<file path="src/rtl/pipe_ctrl.sv">
// Pipeline hazard controller: per-register stall/hold, exception redirect flush, stall-cycle counter.
// Define PIPE_CTRL_PERF_EN to build the saturating stall_cycles counter; otherwise the port is tied to 0.
module pipe_ctrl #(
  parameter int unsigned ADDR_WIDTH = 32,
  parameter int unsigned PERF_WIDTH = 32
) (
  input  logic                  clk,
  input  logic                  rst,
  input  logic [3:0]            stall_req,
  input  logic                  exc_req,
  input  logic [ADDR_WIDTH-1:0] exc_pc,
  output logic [4:0]            stall,
  output logic                  flush,
  output logic [ADDR_WIDTH-1:0] flush_pc,
  output logic [PERF_WIDTH-1:0] stall_cycles
);

  typedef enum logic [1:0] {
    IDLE  = 2'd0,
    PEND  = 2'd1,
    FLUSH = 2'd2,
    DRAIN = 2'd3
  } state_t;

  state_t                state;
  state_t                state_nxt;
  logic [ADDR_WIDTH-1:0] target;
  logic                  take_exc;
  logic [4:0]            req_stall;

  // Hold every register up to and including the highest requesting stage.
  always_comb begin
    req_stall = '0;
    if (stall_req[3])      req_stall = 5'b01111;
    else if (stall_req[2]) req_stall = 5'b00111;
    else if (stall_req[1]) req_stall = 5'b00011;
    else if (stall_req[0]) req_stall = 5'b00001;
  end

  assign take_exc = exc_req && ((state == IDLE) || (state == DRAIN));

  always_comb begin
    state_nxt = state;
    stall     = req_stall;
    flush     = 1'b0;
    unique case (state)
      IDLE: begin
        if (exc_req) state_nxt = stall_req[3] ? PEND : FLUSH;
      end
      PEND: begin
        stall = 5'b01111;
        if (!stall_req[3]) state_nxt = FLUSH;
      end
      FLUSH: begin
        stall     = '0;
        flush     = 1'b1;
        state_nxt = stall_req[0] ? DRAIN : IDLE;
      end
      DRAIN: begin
        stall = 5'b00001;
        if (exc_req)            state_nxt = stall_req[3] ? PEND : FLUSH;
        else if (!stall_req[0]) state_nxt = IDLE;
      end
      default: state_nxt = IDLE;
    endcase
  end

  always_ff @(posedge clk or negedge rst) begin
    if (!rst) begin
      state  <= IDLE;
      target <= '0;
    end else begin
      state <= state_nxt;
      // Only IDLE/DRAIN accept a redirect, so the first target in PEND wins.
      if (take_exc) target <= exc_pc;
    end
  end

  assign flush_pc = target;

`ifdef PIPE_CTRL_PERF_EN
  logic [PERF_WIDTH-1:0] cycle_cnt;

  always_ff @(posedge clk or negedge rst) begin
    if (!rst) begin
      cycle_cnt <= '0;
    end else if (stall[0] && (cycle_cnt != '1)) begin
      cycle_cnt <= cycle_cnt + PERF_WIDTH'(1);
    end
  end

  assign stall_cycles = cycle_cnt;
`else
  assign stall_cycles = '0;
`endif

endmodule

</file>
<file path="config.mk">
export PLATFORM = sky130hd
export DESIGN_NAME = pipe_ctrl
export DESIGN_NICKNAME = d
export VERILOG_FILES = /design/src/rtl/pipe_ctrl.sv
export SDC_FILE = /design/constraint.sdc
export NUM_CORES = 1
export LEC_CHECK = 0
export CAP_MARGIN = 10
export CORE_ASPECT_RATIO = 1.25
export CORE_MARGIN = 4
export CORE_UTILIZATION = 41
export DETAILED_ROUTE_END_ITERATION = 16
export GPL_TIMING_DRIVEN = 1
export PLACE_DENSITY = 0.86
export SKIP_CTS_REPAIR_TIMING = 1
export SLEW_MARGIN = 20
export SYNTH_ARGS = -nofsm -noshare
export SYNTH_HDL_FRONTEND = slang
export SYNTH_SLANG_ARGS = --single-unit
</file>
<file path="constraint.sdc">
create_clock -name clk -period 3.7 [get_ports clk]
set_clock_uncertainty 0.05 [all_clocks]
set_input_delay 0.74 -clock clk [delete_from_list [all_inputs] [get_ports clk]]
set_output_delay 0.74 -clock clk [all_outputs]
set_load 0.01 [all_outputs]
</file>
==> impl_metrics.tcl <==
set metrics [dict create \
    outcome "complete, no violations" \
    whs_path_depth 1 \
    pwr-share-clk_pct 14.4 \
    seqPwrFrac_pct 29.8 \
    core_area_sq_um 4390 \
    ant_nets 0 \
    crit_path_start_kind "input port" \
    cts_tree "done" \
    num_rows 27 \
    grt_usage_pct 12.9 \
    post_drt_wl_per_cell_um 13.3 \
    endpoint_kind "primary output" \
    fill_cells 372 \
    vias 1124 \
    tightest_slew_ps 662 \
    p_int_uw 1570 \
    min_to "flush_pc[13]" \
    io_pins 109 \
    antenna_found_initial 0 \
    final-seq-area_sq_um 851 \
    drive_above_1_share_pct 20.8 \
    cts_buffer_depth 2 \
    r2r_slack_ps 1540 \
    yosysSeqAreaShare_pct 46.1 \
    crit_type "input port to primary output" \
    grt_max_degree 35 \
    multi_input_area_sq_um 782 \
    die-height_um 83.0 \
    final_area_sq_um 2610 \
    combPwrFrac_pct 55.8 \
    fin_crit_sh_pct 82.7 \
    place_congestion 0.688 \
    setup_tns_ps 0 \
    cts_sinks 34 \
    min_path_type "register to register" \
    hp-start "flush_pc[13]" \
    slew_headroom_pct 55.8 \
    hold_viol 0 \
    syn_area_sq_um 1850 \
    crit_slowest_cell "clkdlybuf4s50_1" \
    die_w_um 68.0 \
    required_ps 2910 \
    synthToLayoutAreaGrowth_pct 41.1 \
    final-setup-viol-count 0 \
    finalWirelength_um 3600 \
    crit_chain "clkdlybuf4s50_1 -> nor3b_1 -> nor2b_1 -> a21oi_1 -> clkdlybuf4s50_1" \
    drt_iter0_markers 11 \
    crit_top_cell "clkdlybuf4s50_1" \
    grt_pass1_wl_um 5470 \
    p_switching_uw 686 \
    post_dp_cell_area_sq_um 2500 \
    reg2reg_from "state[0]" \
    drcViolationCount 0 \
    vdd_drop_max_mv 0.439 \
    reg2reg_depth 5 \
    io_buffers 75 \
    max_stage_delay_ps 490 \
    overflow 0 \
    cts.htree.levels 2 \
    vias_per_cell 4.16 \
    hpwl_um 2830 \
    dr_wl_met3_um 291 \
    firstDrtPassIters 2 \
    p_leak_uw 0.00120 \
    fmax_mhz 327 \
    synth_cells 132 \
    die_area_sq_um 5650 \
    powerDensity_nw_per_um2 867 \
    wl_met1_um 1320 \
    cap_viol_max_count 0 \
    ys_seq_elements 34 \
    min_period_ps 3060 \
    cts_buffers 5 \
    ys_types 18 \
    n_antenna_cell 0 \
    hold_ws_ps 457 \
    wl_met2_um 1960 \
    rsz0062_at_grt "no" \
    switching_share_pct 30.4 \
    yosysWarnings 0 \
    clk_latency_ps 270 \
    critPathMaxFanout 5 \
    syn_avg_cell_area_sq_um 14.0 \
    grt_pass1_vias 1174 \
    clk_root_buffer_cell "clkbuf_8" \
    clk_pin_slew_ps 70 \
    start_util_pct 42.1 \
    nets 255 \
    reg2reg_to "flush_pc[15]" \
    critPathArrivalTime_ps 2270 \
    synth_area_leaders "dfrtp_1 46%, mux2_4 24%, buf_4 13%" \
    synth_top_area_share_pct 46.1 \
    finalMaxSlewViolations 0 \
    routed.top_layer "met4" \
    yosysTopAreaCell "dfrtp_1" \
]
-- per-stage QoR --
stage / util (%) / total power [uW] / worst slack [ps] / instances
2_1_floorplan: - / 1460 / 1660 / 164
3_3_place_gp: 56.9 / 1920 / 697 / 262
3_5_place_dp: 56.9 / 1950 / 650 / 262
4_1_cts: 59.3 / 2290 / 643 / 270
5_1_grt: 59.3 / 2390 / 522 / 270
6_report: 59.3 / 2260 / 639 / 270
-- cells in the mapped netlist --
| library cell | instances |
|---|---|
| buf_6 | 1 |
| dfrtp_1 | 34 |
| nor3b_1 | 1 |
| buf_4 | 33 |
| nor2b_1 | 1 |
| mux2_2 | 5 |
| nor2_1 | 3 |
| o21ai_0 | 1 |
| buf_12 | 3 |
| nor3_1 | 1 |
| nor2b_4 | 1 |
| o22ai_1 | 2 |
| conb_1 | 1 |
| inv_1 | 4 |
| nand2_1 | 2 |
| ha_1 | 5 |
| a21oi_1 | 4 |
| mux2_4 | 30 |
-- final cells by class --
class / count / area share, %
clock inverter: 1 / 1.15
inverter: 4 / 0.576
timing repair buffer: 77 / 29.9
multi-input combinational: 89 / 30.0
sequential: 34 / 32.7
clock buffer: 7 / 2.93
tap: 58 / 2.79
-- registers in the layout, indices dropped and copies added (netlist names) --
name      flops
state         2
flush_pc     32
-- worst max path at each step --
stage / start / end / slack [ps] / cells after the start
after floorplan: state[0] / stall[0] / 1660 / 5
after global placement: stall_req[3] / stall[0] / 700 / 5
after detailed placement: stall_req[3] / stall[0] / 650 / 5
after CTS: stall_req[3] / stall[0] / 640 / 5
after global routing: stall_req[3] / stall[0] / 520 / 5
final: stall_req[3] / stall[0] / 640 / 5
-- placed cells by master (no fill, tap or decap) --
| cell type | n |
|---|---|
| nor2_1 | 3 |
| buf_4 | 1 |
| inv_1 | 4 |
| clkbuf_8 | 5 |
| o22ai_1 | 2 |
| buf_12 | 1 |
| mux2_2 | 5 |
| nor3b_1 | 1 |
| nor2b_1 | 1 |
| o21ai_0 | 1 |
| mux2_4 | 30 |
| nor3_1 | 1 |
| conb_1 | 33 |
| clkbuf_1 | 2 |
| bufinv_16 | 1 |
| ha_1 | 5 |
| nand2_1 | 2 |
| dfrtp_1 | 34 |
| clkdlybuf4s50_1 | 75 |
| a21oi_1 | 4 |
| nor2b_4 | 1 |
-- worst max-delay path: cells and delay by family --
kind,cells,cell delay (ps)
compound gates,1,90
buf+inv,2,960
simple gates,2,470
-- logic make-up after synthesis --
group                      synth area share (%)
muxes                                      27.4
AOI/OAI and AO/OA                          2.03
DFF                                        46.1
other                                     0.203
and+or+nand+nor                            2.78
adders and majority gates                  3.39
buffers and inverters                      18.1
-- layer usage --
metal / GRT usage (%) / vias to the layer above
met3: 4.33 / 4
met1: 13.9 / 536
met4: 3.80 / 0
met5: 0 / -
met2: 22.8 / 56
li1: - / 528
-- power groups by stage --
stage	combinational [uW]	sequential [uW]	clock, uW
global route	1340	700	356
finish	1260	673	326
detailed placement	1270	677	0
global placement	1250	672	0
floorplan	699	756	0
CTS	1280	676	338
Power figures use the tool's default switching activity.
